### src/rtl/instr_fetch_unit_if.sv
// Fetch-unit bus bundle: ROM address/data, the valid/ready instruction
// stream, and the redirect/halt controls. "master" is the fetch unit's
// side of the bundle; "slave" is the side seen by the ROM and the consumer.
interface instr_fetch_unit_if #(
  parameter int ADDR_WIDTH = 8,
  parameter int DATA_WIDTH = 15
);
  logic [ADDR_WIDTH-1:0] rom_addr;
  logic [DATA_WIDTH-1:0] rom_data;
  logic                  inst_valid;
  logic                  inst_ready;
  logic [DATA_WIDTH-1:0] inst_data;
  logic [ADDR_WIDTH-1:0] inst_addr;
  logic                  redirect_en;
  logic                  redirect_rel;
  logic [ADDR_WIDTH-1:0] redirect_target;
  logic                  halt;
  logic                  halted;

  modport master (
    output rom_addr,
    input  rom_data,
    output inst_valid,
    input  inst_ready,
    output inst_data,
    output inst_addr,
    input  redirect_en,
    input  redirect_rel,
    input  redirect_target,
    input  halt,
    output halted
  );

  modport slave (
    input  rom_addr,
    output rom_data,
    input  inst_valid,
    output inst_ready,
    input  inst_data,
    input  inst_addr,
    output redirect_en,
    output redirect_rel,
    output redirect_target,
    output halt,
    input  halted
  );
endinterface

### src/rtl/instr_fetch_unit.sv
// Instruction-fetch sequencer: a stallable, redirectable program counter
// that drives a synchronous ROM and presents a valid/ready instruction
// stream tagged with each word's address. A one-word skid buffer catches
// the ROM word that is already in flight when the consumer stalls, so no
// word is ever lost.
module instr_fetch_unit #(
  parameter int          ADDR_WIDTH = 8,
  parameter int          DATA_WIDTH = 15,
  parameter int unsigned RESET_ADDR = 0,
  parameter bit          WRAP_EN    = 1'b1
) (
  input logic                 clock,
  input logic                 reset,
  instr_fetch_unit_if.master  bus
);

  typedef enum logic [0:0] {
    ST_RUN  = 1'b0,
    ST_HALT = 1'b1
  } state_e;

  localparam logic [ADDR_WIDTH-1:0] MAX_ADDR = {ADDR_WIDTH{1'b1}};
  localparam logic [ADDR_WIDTH-1:0] RST_ADDR = ADDR_WIDTH'(RESET_ADDR);

  state_e                state_q, state_d;
  logic [ADDR_WIDTH-1:0] rom_addr_q, rom_addr_d;
  logic                  pending_q, pending_d;
  logic [ADDR_WIDTH-1:0] pend_addr_q, pend_addr_d;
  logic                  out_valid_q, out_valid_d;
  logic [DATA_WIDTH-1:0] out_data_q, out_data_d;
  logic [ADDR_WIDTH-1:0] out_addr_q, out_addr_d;
  logic                  skid_valid_q, skid_valid_d;
  logic [DATA_WIDTH-1:0] skid_data_q, skid_data_d;
  logic [ADDR_WIDTH-1:0] skid_addr_q, skid_addr_d;

  logic                  accept_s;
  logic                  redirect_s;
  logic                  issue_s;
  logic                  last_s;
  logic [ADDR_WIDTH-1:0] target_s;

  // Next-state logic: redirect, output/skid steering, fetch issue and FSM.
  always_comb begin
    state_d      = state_q;
    rom_addr_d   = rom_addr_q;
    pending_d    = pending_q;
    pend_addr_d  = pend_addr_q;
    out_valid_d  = out_valid_q;
    out_data_d   = out_data_q;
    out_addr_d   = out_addr_q;
    skid_valid_d = skid_valid_q;
    skid_data_d  = skid_data_q;
    skid_addr_d  = skid_addr_q;

    accept_s   = out_valid_q & bus.inst_ready;
    // halt takes priority over a simultaneous redirect
    redirect_s = bus.redirect_en & ~bus.halt;
    last_s     = (WRAP_EN == 1'b0) && (rom_addr_q == MAX_ADDR);

    if (bus.redirect_rel) begin
      target_s = out_addr_q + bus.redirect_target;
    end else begin
      target_s = bus.redirect_target;
    end

    // A full skid being drained this cycle frees its slot, so the next
    // fetch can go out without leaving a bubble after a stall.
    issue_s = (state_q == ST_RUN) && (!skid_valid_q || accept_s) &&
              !(pending_q && out_valid_q && !bus.inst_ready);

    if (redirect_s) begin
      // squash everything in flight, including the current output word
      rom_addr_d   = target_s;
      pending_d    = 1'b0;
      skid_valid_d = 1'b0;
      out_valid_d  = 1'b0;
      state_d      = ST_RUN;
    end else begin
      if (!out_valid_q || accept_s) begin
        if (skid_valid_q) begin
          out_valid_d  = 1'b1;
          out_data_d   = skid_data_q;
          out_addr_d   = skid_addr_q;
          skid_valid_d = 1'b0;
        end else if (pending_q) begin
          out_valid_d = 1'b1;
          out_data_d  = bus.rom_data;
          out_addr_d  = pend_addr_q;
        end else begin
          out_valid_d = 1'b0;
        end
      end else begin
        // output held: an arriving ROM word parks in the skid
        if (pending_q) begin
          skid_valid_d = 1'b1;
          skid_data_d  = bus.rom_data;
          skid_addr_d  = pend_addr_q;
        end else begin
          skid_valid_d = skid_valid_q;
        end
      end

      pending_d = issue_s;
      if (issue_s) begin
        pend_addr_d = rom_addr_q;
        if (last_s) begin
          rom_addr_d = rom_addr_q;
        end else begin
          rom_addr_d = rom_addr_q + {{(ADDR_WIDTH-1){1'b0}}, 1'b1};
        end
      end else begin
        pend_addr_d = pend_addr_q;
      end

      if (bus.halt) begin
        state_d = ST_HALT;
      end else if (issue_s && last_s) begin
        state_d = ST_HALT;
      end else begin
        state_d = state_q;
      end
    end
  end

  // State and datapath registers with asynchronous active-low reset.
  always_ff @(posedge clock or negedge reset) begin
    if (!reset) begin
      state_q      <= ST_RUN;
      rom_addr_q   <= RST_ADDR;
      pending_q    <= 1'b0;
      pend_addr_q  <= RST_ADDR;
      out_valid_q  <= 1'b0;
      out_data_q   <= {DATA_WIDTH{1'b0}};
      out_addr_q   <= RST_ADDR;
      skid_valid_q <= 1'b0;
      skid_data_q  <= {DATA_WIDTH{1'b0}};
      skid_addr_q  <= RST_ADDR;
    end else begin
      state_q      <= state_d;
      rom_addr_q   <= rom_addr_d;
      pending_q    <= pending_d;
      pend_addr_q  <= pend_addr_d;
      out_valid_q  <= out_valid_d;
      out_data_q   <= out_data_d;
      out_addr_q   <= out_addr_d;
      skid_valid_q <= skid_valid_d;
      skid_data_q  <= skid_data_d;
      skid_addr_q  <= skid_addr_d;
    end
  end

  assign bus.rom_addr   = rom_addr_q;
  assign bus.inst_valid = out_valid_q;
  assign bus.inst_data  = out_data_q;
  assign bus.inst_addr  = out_addr_q;
  assign bus.halted     = (state_q == ST_HALT);

endmodule

### src/flat_wrapper.sv
// flat-port wrapper written by rule: the top's interface ports become plain ports
module instr_fetch_unit_flat 
#(
  parameter int          ADDR_WIDTH = 8,
  parameter int          DATA_WIDTH = 15,
  parameter int unsigned RESET_ADDR = 0,
  parameter bit          WRAP_EN    = 1'b1
)
  (clock, reset, bus_rom_addr, bus_rom_data, bus_inst_valid, bus_inst_ready, bus_inst_data, bus_inst_addr, bus_redirect_en, bus_redirect_rel, bus_redirect_target, bus_halt, bus_halted);
  instr_fetch_unit_if #(.ADDR_WIDTH(ADDR_WIDTH), .DATA_WIDTH(DATA_WIDTH)) bus_i ();
  input logic clock;
  input logic reset;
  output wire logic [$bits(bus_i.rom_addr)-1:0] bus_rom_addr;
  input wire logic [$bits(bus_i.rom_data)-1:0] bus_rom_data;
  output wire logic [$bits(bus_i.inst_valid)-1:0] bus_inst_valid;
  input wire logic [$bits(bus_i.inst_ready)-1:0] bus_inst_ready;
  output wire logic [$bits(bus_i.inst_data)-1:0] bus_inst_data;
  output wire logic [$bits(bus_i.inst_addr)-1:0] bus_inst_addr;
  input wire logic [$bits(bus_i.redirect_en)-1:0] bus_redirect_en;
  input wire logic [$bits(bus_i.redirect_rel)-1:0] bus_redirect_rel;
  input wire logic [$bits(bus_i.redirect_target)-1:0] bus_redirect_target;
  input wire logic [$bits(bus_i.halt)-1:0] bus_halt;
  output wire logic [$bits(bus_i.halted)-1:0] bus_halted;
  assign bus_rom_addr = bus_i.rom_addr;
  assign bus_i.rom_data = bus_rom_data;
  assign bus_inst_valid = bus_i.inst_valid;
  assign bus_i.inst_ready = bus_inst_ready;
  assign bus_inst_data = bus_i.inst_data;
  assign bus_inst_addr = bus_i.inst_addr;
  assign bus_i.redirect_en = bus_redirect_en;
  assign bus_i.redirect_rel = bus_redirect_rel;
  assign bus_i.redirect_target = bus_redirect_target;
  assign bus_i.halt = bus_halt;
  assign bus_halted = bus_i.halted;
  instr_fetch_unit #(.ADDR_WIDTH(ADDR_WIDTH), .DATA_WIDTH(DATA_WIDTH), .RESET_ADDR(RESET_ADDR), .WRAP_EN(WRAP_EN)) u_core (.clock(clock), .reset(reset), .bus(bus_i));
endmodule
### config.mk
export PLATFORM = sky130hd
export DESIGN_NAME = instr_fetch_unit_flat
export DESIGN_NICKNAME = d
export VERILOG_FILES = /design/src/rtl/instr_fetch_unit_if.sv /design/src/rtl/instr_fetch_unit.sv /design/src/flat_wrapper.sv
export SDC_FILE = /design/constraint.sdc
export NUM_CORES = 1
export LEC_CHECK = 0
export ABC_AREA = 0
export BUFFER_PORTS_ARGS = -buffer_cell sky130_fd_sc_hd__buf_4
export CORE_MARGIN = 2
export CORE_UTILIZATION = 40
export CTS_CLUSTER_DIAMETER = 100
export DETAILED_ROUTE_END_ITERATION = 7
export PLACE_DENSITY_LB_ADDON = 0.15
export RECOVER_POWER = 50
export SYNTH_ARGS = -nofsm -noshare
export SYNTH_HDL_FRONTEND = slang
export SYNTH_SLANG_ARGS = --single-unit
### constraint.sdc
create_clock -name clock -period 2.2 [get_ports clock]
set_clock_uncertainty 0.2 [all_clocks]
set_input_delay 0 -clock clock [delete_from_list [all_inputs] [get_ports clock]]
set_output_delay 0 -clock clock [all_outputs]
set_load 0.02 [all_outputs]
## Yosys cells after proc, flatten, opt, wreduce, memory -nomap -nowiden

Cells that the tools add are included.

- Logic and storage cells: 53
- Flip-flop bits (word level): 66

- Add/subtract/negate cells: 2
- Mux-type cells: 17
- Bitwise gates (word level): 6
- Reductions and logical operators: 18

Operators by type and width:

| cell | count |
|---|---|
| 2-to-1 mux 8 bit | 5 |
| 2-to-1 mux 15 bit | 2 |
| 2-to-1 mux 1 bit | 10 |
| adder 8 x 1 -> 8 bit (second input constant) | 1 |
| adder 8 bit | 1 |
| nonzero test 2 bit | 4 |
| AND reduction 3 bit | 2 |
| logical AND 1 bit | 4 |
| logical NOT 1 bit | 4 |
| NOT 1 bit | 4 |
| nonzero test 3 bit | 1 |
| bitwise AND 1 bit | 2 |
| logical OR 1 bit | 2 |
| AND reduction 2 bit | 1 |

## Depth between registers and ports, before layout

Gate-level depths: netlist of run 1.

- Word-level depth: 6
- Mapped depth: 8
- Gate-level depth less buffers: 8

## Worst setup path after synthesis of run 1

OpenSTA, ideal clock, no wires.

- Path type: reg-to-reg
- From: reg u_core.out_addr_q[1] (netlist: u_core.bus.inst_addr[1])
- To: reg u_core.rom_addr_q[7] (netlist: u_core.bus.rom_addr[7])
- Period minus slack after synthesis: 2195 ps
- Path slack: 5 ps
- Arrival time: 1913 ps
- Cell stages (with the launch flop): 7
- Library setup time: 82 ps
- Cells stage by stage: dfrtp_1 > ha_1 > a211oi_2 > nor3_1 > o31a_1 > or4_1 > a31oi_1

- Longest elaborated chain between the ends: 3

RTL lines:

| what | RTL line | source |
|---|---|---|
| from (decl) | instr_fetch_unit.sv:31 | `logic [ADDR_WIDTH-1:0] out_addr_q, out_addr_d;` |
| from (signal assigned) | instr_fetch_unit.sv:145 | `out_addr_q <= out_addr_d;` |
| adder 8 bit | instr_fetch_unit.sv:61 | `target_s = out_addr_q + bus.redirect_target;` |
| 2-to-1 mux 8 bit | instr_fetch_unit.sv:60 | `if (bus.redirect_rel) begin` |
| 2-to-1 mux 8 bit | instr_fetch_unit.sv:71 | `if (redirect_s) begin` |
| to (signal assigned) | instr_fetch_unit.sv:140 | `rom_addr_q <= rom_addr_d;` |
| to (decl) | instr_fetch_unit.sv:26 | `logic [ADDR_WIDTH-1:0] rom_addr_q, rom_addr_d;` |

No other way between the ends.
A chain may end at the register's enable or synchronous reset.

## Final worst setup path of run 1

Ends and elaborated chain as after synthesis.

==> flow_summary_export.csv, run 1 <==
group,metric,value,unit
yosys,synth.distinct_cells,41,
setup_path,path_cells,"ha_4 > a211oi_2 > nor3_2 > o31a_1 > or4_1 > a31oi_1",
place,io_buffers,61,
routing,ant_nets,0,
cells_and_area,syn_to_final_growth,35.1,%
yosys,synth_largest_area_cell,"dfrtp_1",
yosys,synth-edff-count,0,
yosys,synth_top_area_share,52.1,%
timing,finalCriticalPeriod,2140,ps
timing,setup_viol,0,
place,gp_congestion,0.834,
routing,wl,7110,microns
setup_path,cp_data_arrival_time,2190,ps
power_and_ir_drop,power_frac_comb,35.4,%
global_routing,grt_max_degree,67,
floorplanning,ios,62,
place,dpl_cell_area,3790,sq um
timing,tns,0,ps
yosys,syn_inst,274,
global_routing,antenna_found_initial,0,
place,dp_hpwl,4720,microns
setup_path,worstSetupPathType,"flop to flop",
clock_tree,cts_num_sinks,66,
clock_tree,insertion_delay,330,ps
clock_tree,cts_buffers,9,
power_and_ir_drop,vdd_drop_max,593,uV
clock_tree,cts_tree,"yes",
yosys,yosysMostFrequentCell,"dfrtp_1",
global_routing,grt_pass1_vias,2398,
yosys,synthFlopType,"dfrtp_1",
routing,vias,2405,
floorplanning,die_w,93.1,microns
worst_hold_path,hp-class,"input pin to flop",
routing,drt_iter0_drc,82,
power_and_ir_drop,p_clk_share,24.4,%
yosys,syn_avg_cell_area,11.6,sq um
clock_tree,cts.clk_slew.worst_paths,80,ps
yosys,ys_ff_latch,66,
yosys,seq_area_frac_synth,52.1,%
setup_path,path_max_fanout,2,
yosys,async_flop_share,100,%
flow_run,drv_cap,0,
timing,slew_viol_final,0,
routing,avgViaCountPerCell,4.99,
setup_path,cpPeakStageDelay,420,ps
timing,worst_slew_pin_slew,1480,ps
power_and_ir_drop,p_sw,1830,uW
yosys,syn-cell-area,3170,sq um
global_routing,grt_pass1_wl,11500,microns
clock_tree,htreeDepth,3,
setup_path,rrSetupSlack,60,ps
clock_tree,clockBufferDepth,2,
global_routing,grtUsageTotal,17.1,%
power_and_ir_drop,power_density,1200,nW/um^2
power_and_ir_drop,internal-power,3320,uW
floorplanning,rows,32,
floorplanning,initial_core_util,41.3,%
run_status,status,"complete, no violations",
floorplanning,core_area,7690,sq um
setup_path,critPathTopFamily,"compound AO/OA/AOI/OAI gates",
setup_path,crit_buf_inv,0,
power_and_ir_drop,seq_power_share,40.2,%
routing,drc,0,
yosys,synthesis.yosys.warnings,0,
floorplanning,die_h,93.1,microns
yosys,synth_commonest_cells,"dfrtp_1, a21oi_1, mux2_2",
timing,fin_crit_sh,97.1,%
setup_path,crit_path_end_kind,"flop",
routing,firstDrtPassIters,4,
power_and_ir_drop,switching_share,35.6,%
timing,rsz0062_at_grt,"no",
cells_and_area,finalInstanceArea,4290,sq um
power_and_ir_drop,p_total,5160,uW
setup_path,startpoint_type,"flop",
timing,fmax,468,MHz
clock_tree,cts-root-buf,"clkbuf_8",
global_routing,grt_overflow_total,0,
yosys,ys_top_cells_by_area,"dfrtp_1, mux2_2, mux2i_1",
cells_and_area,nets,413,
setup_path,crit_required,2260,ps
power_and_ir_drop,leakage,0.00178,uW
timing,slew-limit-headroom,1.20,%
routing,wire_per_inst,14.8,microns
setup_path,critPathSlowestCell,"dfrtp_1",
cells_and_area,num_antenna_cells,0,
cells_and_area,drive_gt1_share,26.3,%
floorplanning,dieArea,8660,sq um
yosys,synthesis.nets,312,
timing,hold_violations,0,
[layout make-up]
| cell class | count | area (sq um) |
|---|---|---|
| Inverter | 6 | 22.5 |
| Timing Repair Buffer | 102 | 734 |
| Clock buffer | 10 | 138 |
| Tap cell | 102 | 128 |
| Sequential cell | 66 | 1650 |
| Clock inverter | 6 | 114 |
| Multi-Input combinational cell | 190 | 1500 |
| Fill cell | 724 | 3400 |
[what timing repair did]
action | 4_1_cts | 5_1_grt
pin swaps | 1 | 4
hold endpoints to repair | 107 | 0
gates resized for setup | 0 | 8
hold buffers | 30 | 0
endpoints found under the setup margin | 1 | 3
setup buffers | 0 | 1
[cell usage in the layout (no fill, tap or decap), drive strengths merged, types with 2 or more instances in the layout]
cell type    count
inv              6
bufinv           3
nand4            3
nor3             5
nor2            30
o21ai            3
dfrtp           66
buf             41
a21o             4
nand2b           2
ha               8
o211ai           2
a21oi           33
nand2            6
o31ai            2
clkbuf          41
or3              3
clkinvlp         2
mux2i           25
xor2             8
a211oi           3
a2111oi          2
dlygate4sd3     30
nand3            2
nor2b            5
mux2            31
[stage by stage]
step	util, %	hold slack, ps	setup WS, ps	instances
detailed placement	49.3	-37.0	16.5	435
floorplan	-	-496	4.79	274
global route	55.7	247	1.03	482
finish	55.7	246	64.8	482
CTS	56.5	143	3.08	481
global placement	49.3	-29.9	36.1	435
[logic make-up after synthesis]
family,Yosys count,share of synthesized area (%)
muxes,56,18.9
DFF,66,52.1
buffers and inverters,18,2.56
adders and majority gates,9,3.79
AOI/OAI and AO/OA,56,11.3
and+or+nand+nor,60,8.91
xor gates and xnor gates,9,2.48
[power by group through the flow]
stage                     combinational, uW  clock (uW)  sequential, uW
final                                  1820        1260            2070
after global routing                   2010        1350            2140
after CTS                              1950        1300            2070
after detailed placement               1900           0            2090
after global placement                 1880           0            2070
after floorplan                         938           0            2280
[worst paths after layout]
path                                    startpoint                       end  cells past startpoint
max                        u_core.bus.inst_addr[1]    u_core.bus.rom_addr[7]                      6
min                                bus_rom_data[6]     u_core.skid_data_q[6]                      3
max reg2reg                u_core.bus.inst_addr[1]    u_core.bus.rom_addr[7]                      6
min reg2reg                  u_core.skid_data_q[2]     u_core.skid_data_q[2]                      1
max in group asynchronous                    reset  u_core.bus.inst_data[13]                      2
min in group asynchronous                    reset         u_core.bus.halted                      2
[state kept, by name, summed over array words and instances, names as in the netlist]
name,cells
u_core.bus.halted,1
u_core.bus.inst_addr,8
u_core.bus.inst_data,15
u_core.bus.inst_valid,1
u_core.bus.rom_addr,8
u_core.pend_addr_q,8
u_core.pending_q,1
u_core.skid_addr_q,8
u_core.skid_data_q,15
u_core.skid_valid_q,1
[worst register-to-register path, stage by stage (launching register included)]
cell      delay (ps)
dfrtp_1          420
ha_4             230
a211oi_2         290
nor3_2            80
o31a_1           290
or4_1            390
a31oi_1          160
[routing by layer]
layer  GRT usage [%]  wire length [microns]  vias up
met5               0                      0        -
met4            6.25                     74        0
met3            2.66                    205        7
met2            28.0                   3460       37
met1            23.1                   3370     1165
li1                -                      -     1196
Power figures use the tool's default switching activity.
==> run 2, diff against run 1 <==
--- a/config.mk
+++ b/config.mk
@@ -12,7 +12,6 @@
 export CTS_CLUSTER_DIAMETER = 100
 export DETAILED_ROUTE_END_ITERATION = 7
 export PLACE_DENSITY_LB_ADDON = 0.15
-export RECOVER_POWER = 50
 export SYNTH_ARGS = -nofsm -noshare
 export SYNTH_HDL_FRONTEND = slang
 export SYNTH_SLANG_ARGS = --single-unit
==> flow_summary_export.csv, run 2 (synthesized netlist as in run 1, its figures left out) <==
group,metric,value,unit
routing,ant_nets,0,
place,dpl_cell_area,3790,sq um
global_routing,antenna_found_initial,0,
timing,fmax,468,MHz
place,dp_hpwl,4720,microns
clock_tree,cts-root-buf,"clkbuf_8",
routing,wl,7120,microns
cells_and_area,syn_to_final_growth,38.8,%
routing,wire_per_inst,14.8,microns
global_routing,grt_overflow_total,0,
cells_and_area,nets,413,
cells_and_area,final_common_cell,"buf_4",
setup_path,startpoint_type,"flop",
setup_path,crit_buf_inv,0,
floorplanning,die_w,93.1,microns
power_and_ir_drop,leakage,0.00189,uW
clock_tree,cts.clk_slew.worst_paths,70,ps
floorplanning,dieArea,8660,sq um
global_routing,grtUsageTotal,17.1,%
floorplanning,ios,62,
setup_path,path_max_fanout,2,
timing,hold_violations,0,
place,gp_congestion,0.834,
floorplanning,rows,32,
setup_path,critPathSlowestCell,"dfrtp_1",
floorplanning,initial_core_util,41.3,%
routing,firstDrtPassIters,4,
global_routing,grt_max_degree,67,
power_and_ir_drop,p_total,5340,uW
setup_path,crit_required,2260,ps
floorplanning,die_h,93.1,microns
clock_tree,insertion_delay,330,ps
setup_path,path_cells,"ha_4 > a211oi_2 > nor3_2 > o31a_1 > or4_1 > a31oi_1",
floorplanning,core_area,7690,sq um
clock_tree,htreeDepth,3,
timing,worst_slew_pin_slew,844,ps
global_routing,grt_pass1_vias,2398,
timing,slew-limit-headroom,43.7,%
routing,avgViaCountPerCell,4.98,
routing,drt_iter0_drc,74,
place,io_buffers,61,
timing,setup_viol,0,
clock_tree,cts_buffers,9,
timing,finalCriticalPeriod,2140,ps
worst_hold_path,hp-class,"input pin to asynchronous set/reset pin",
cells_and_area,num_antenna_cells,0,
cells_and_area,fillers,702,
power_and_ir_drop,vdd_drop_max,619,uV
setup_path,crit_path_end_kind,"flop",
routing,vias,2399,
timing,fin_crit_sh,97.1,%
global_routing,grt_pass1_wl,11500,microns
routing,drc,0,
flow_run,drv_cap,0,
clock_tree,clockBufferDepth,2,
timing,slew_viol_final,0,
setup_path,critPathTopFamily,"compound AO/OA/AOI/OAI gates",
cells_and_area,finalInstanceArea,4400,sq um
setup_path,cpPeakStageDelay,420,ps
timing,rsz0062_at_grt,"no",
clock_tree,cts_num_sinks,66,
timing,tns,0,ps
run_status,status,"complete, no violations",
setup_path,cp_data_arrival_time,2190,ps
power_and_ir_drop,power_density,1210,nW/um^2
clock_tree,cts_tree,"yes",
cells_and_area,final_cell_mix,"buf_4, dfrtp_1, mux2_2, a21oi_1",
cells_and_area,drive_gt1_share,34.5,%
setup_path,worstSetupPathType,"flop to flop",
run 2: cell count changes in the layout (fill, tap and decap cells not counted):
cell	previous run	this run
buf_4	39	71
clkbuf_1	31	0
buf_2	1	0
run 2: through the flow:
step / hold WS (ps) / utilization (%) / setup WS [ps] / std cells
final: 117 / 57.3 / 63.1 / 482
after global routing: 204 / 57.3 / 1.03 / 482
after CTS: 143 / 56.5 / 3.08 / 481
after detailed placement: -37.0 / 49.3 / 16.5 / 435
after global placement: -29.9 / 49.3 / 36.1 / 435
after floorplan: -496 / - / 4.79 / 274
run 2: what timing repair did:
item	4_1_cts	5_1_grt
hold buffers	30	0
pin swaps	1	4
setup buffers	0	1
hold endpoints to repair	107	0
cloned	0	0
setup endpoints to repair	1	3
gates resized for setup	0	8
run 2: final timing paths:
check	start	endpoint	slack (ps)	cells after the start
worst max-delay path	u_core.bus.inst_addr[1]	u_core.bus.rom_addr[7]	60	6
worst min-delay path	reset	u_core.bus.halted	120	2
worst max register to register	u_core.bus.inst_addr[1]	u_core.bus.rom_addr[7]	60	6
worst min register to register	u_core.skid_data_q[2]	u_core.skid_data_q[2]	310	1
max in group asynchronous	reset	u_core.bus.inst_data[13]	1120	2
min in group clock	bus_rom_data[6]	u_core.skid_data_q[6]	240	3
run 2: area by class of cell:
class	count	area, sq um	area share (%)
clock inverters	6	114	2.59
multi-input cells	190	1500	34.0
clock buffers	10	138	3.13
repair buffers	102	853	19.4
well taps	102	128	2.90
flip-flops and latches	66	1650	37.5
inverters	6	22.5	0.511
run 2: where the power goes:
group          switching (uW)  internal, uW
logic                     980          1020
registers                 387          1690
clock network             474           786
total                    1840          3500
run 2: metal layers:
layer  GRT usage (%)  up-vias  routed length, microns
met5               0        -                       0
met4            6.25        0                      74
met3            2.66        7                     200
met2            28.0       39                    3500
met1            23.1     1159                    3350
li1                -     1194                       -
==> run 3, diff against run 2 <==
--- a/config.mk
+++ b/config.mk
@@ -11,7 +11,7 @@
 export CORE_UTILIZATION = 40
 export CTS_CLUSTER_DIAMETER = 100
 export DETAILED_ROUTE_END_ITERATION = 7
-export PLACE_DENSITY_LB_ADDON = 0.15
+export PLACE_DENSITY = 0.75
 export SYNTH_ARGS = -nofsm -noshare
 export SYNTH_HDL_FRONTEND = slang
 export SYNTH_SLANG_ARGS = --single-unit
==> flow_summary_export.csv, run 3 (synthesized netlist as in run 1, its figures left out) <==
group,metric,value,unit
run_status,status,"complete, no violations",
clock_tree,insertion_delay,340,ps
clock_tree,cts-root-buf,"clkbuf_8",
cells_and_area,final_cell_mix,"buf_4, dfrtp_1, mux2_2, a21oi_1, nor2_1",
routing,avgViaCountPerCell,5.06,
clock_tree,cts_num_sinks,66,
cells_and_area,nets,411,
power_and_ir_drop,seq_power_share,39.5,%
power_and_ir_drop,power_density,1210,nW/um^2
timing,worst_slew_pin_slew,837,ps
setup_path,worstSetupPathType,"flop to flop",
routing,vias,2431,
place,dp_slack,-11.0,ps
floorplanning,ios,62,
routing,firstDrtPassIters,4,
setup_path,cp_data_arrival_time,2210,ps
power_and_ir_drop,power_frac_comb,38.7,%
timing,finalCriticalPeriod,2150,ps
cells_and_area,syn_to_final_growth,37.7,%
place,dp_hpwl,4910,microns
setup_path,startpoint_type,"flop",
routing,wire_per_inst,15.3,microns
setup_path,r2r-start,"u_core.bus.inst_addr[2]",
routing,wl,7340,microns
floorplanning,rows,32,
cells_and_area,num_antenna_cells,0,
setup_path,path_max_fanout,4,
clock_tree,htreeDepth,3,
worst_hold_path,hp-class,"input pin to asynchronous set/reset pin",
power_and_ir_drop,switching_share,35.6,%
power_and_ir_drop,p_clk_share,21.8,%
timing,tns,0,ps
setup_path,crit_path_end_kind,"flop",
power_and_ir_drop,leakage,0.00187,uW
setup_path,startpoint,"u_core.bus.inst_addr[2]",
timing,fin_crit_sh,97.7,%
floorplanning,dieArea,8660,sq um
global_routing,grt_pass1_wl,12100,microns
clock_tree,cts_tree,"yes",
floorplanning,die_h,93.1,microns
global_routing,grtUsageTotal,18.1,%
floorplanning,core_area,7690,sq um
cells_and_area,postLayoutCoreUtil,56.8,%
clock_tree,cts.clk_slew.worst_paths,80,ps
place,gp_congestion,0.827,
cells_and_area,drive_gt1_share,34.9,%
global_routing,antenna_found_initial,0,
timing,setup_viol,0,
place,dpl_cell_area,3770,sq um
cells_and_area,final_common_cell,"buf_4",
clock_tree,clockBufferDepth,2,
place,io_buffers,61,
timing,slew_viol_final,0,
clock_tree,cts_buffers,9,
timing,slew-limit-headroom,44.2,%
routing,drt_iter0_drc,73,
routing,ant_nets,0,
timing,hold_violations,0,
routing,drc,0,
power_and_ir_drop,internal-power,3400,uW
power_and_ir_drop,p_total,5280,uW
floorplanning,die_w,93.1,microns
power_and_ir_drop,p_sw,1880,uW
global_routing,grt_overflow_total,0,
cells_and_area,finalInstanceArea,4370,sq um
setup_path,crit_required,2260,ps
global_routing,grt_pass1_vias,2499,
timing,fmax,465,MHz
power_and_ir_drop,vdd_drop_max,674,uV
timing,layout_setup_ws,51.1,ps
flow_run,drv_cap,0,
floorplanning,initial_core_util,41.3,%
global_routing,grt_max_degree,67,
==> run 3: layer usage <==
metal | wire (microns) | global-route usage [%]
met1 | 3260 | 23.7
met2 | 3700 | 29.5
met3 | 193 | 2.50
met4 | 181 | 8.95
met5 | 0 | 0
==> run 3: per-stage QoR <==
step | hold WS (ps) | instances
2_1_floorplan | -496 | 274
3_3_place_gp | -46.7 | 434
3_5_place_dp | -34.4 | 434
4_1_cts | 124 | 479
5_1_grt | 188 | 480
6_report | 97.0 | 480
==> run 3: critical path: stages (launching register included) <==
cell and delay [ps]:
dfrtp_1 410, ha_4 230, o211ai_1 280, nor3_2 90, o31a_1 300, or4_1 390, a31oi_1 160
==> run 3: worst paths after layout <==
| path | endpoint | slack, ps | cells past startpoint |
|---|---|---|---|
| min reg2reg | u_core.skid_addr_q[5] | 310 | 1 |
| max | u_core.bus.rom_addr[7] | 50 | 6 |
| max reg2reg | u_core.bus.rom_addr[7] | 50 | 6 |
| min | u_core.bus.inst_data[3] | 100 | 2 |
| min in group clock | u_core.skid_data_q[5] | 250 | 3 |
| max in group asynchronous | u_core.skid_addr_q[2] | 1150 | 2 |
==> run 3: timing repair <==
action / CTS / global route
endpoints found under the hold margin: 109 / 0
gates cloned: 0 / 0
pin swaps: 0 / 3
setup buffers: 0 / 1
hold buffers: 29 / 0
setup endpoints to repair: 2 / 3
gates resized for setup: 2 / 9
==> run 3: area by class of cell <==
| class | instances | area [sq um] |
|---|---|---|
| inverter | 6 | 22.5 |
| timing repair buffer | 100 | 823 |
| tap | 102 | 128 |
| multi-input combinational | 190 | 1520 |
| fill | 668 | 3320 |
| clock buffer | 10 | 138 |
| sequential | 66 | 1650 |
| clock inverter | 6 | 90.1 |
==> run 3: power groups by stage <==
| stage | logic, uW | clock network, uW | registers (uW) |
|---|---|---|---|
| after floorplan | 938 | 0 | 2280 |
| after global placement | 1870 | 0 | 2060 |
| after detailed placement | 1920 | 0 | 2090 |
| after CTS | 1980 | 1180 | 2070 |
| after global routing | 2240 | 1230 | 2150 |
| final | 2040 | 1150 | 2080 |
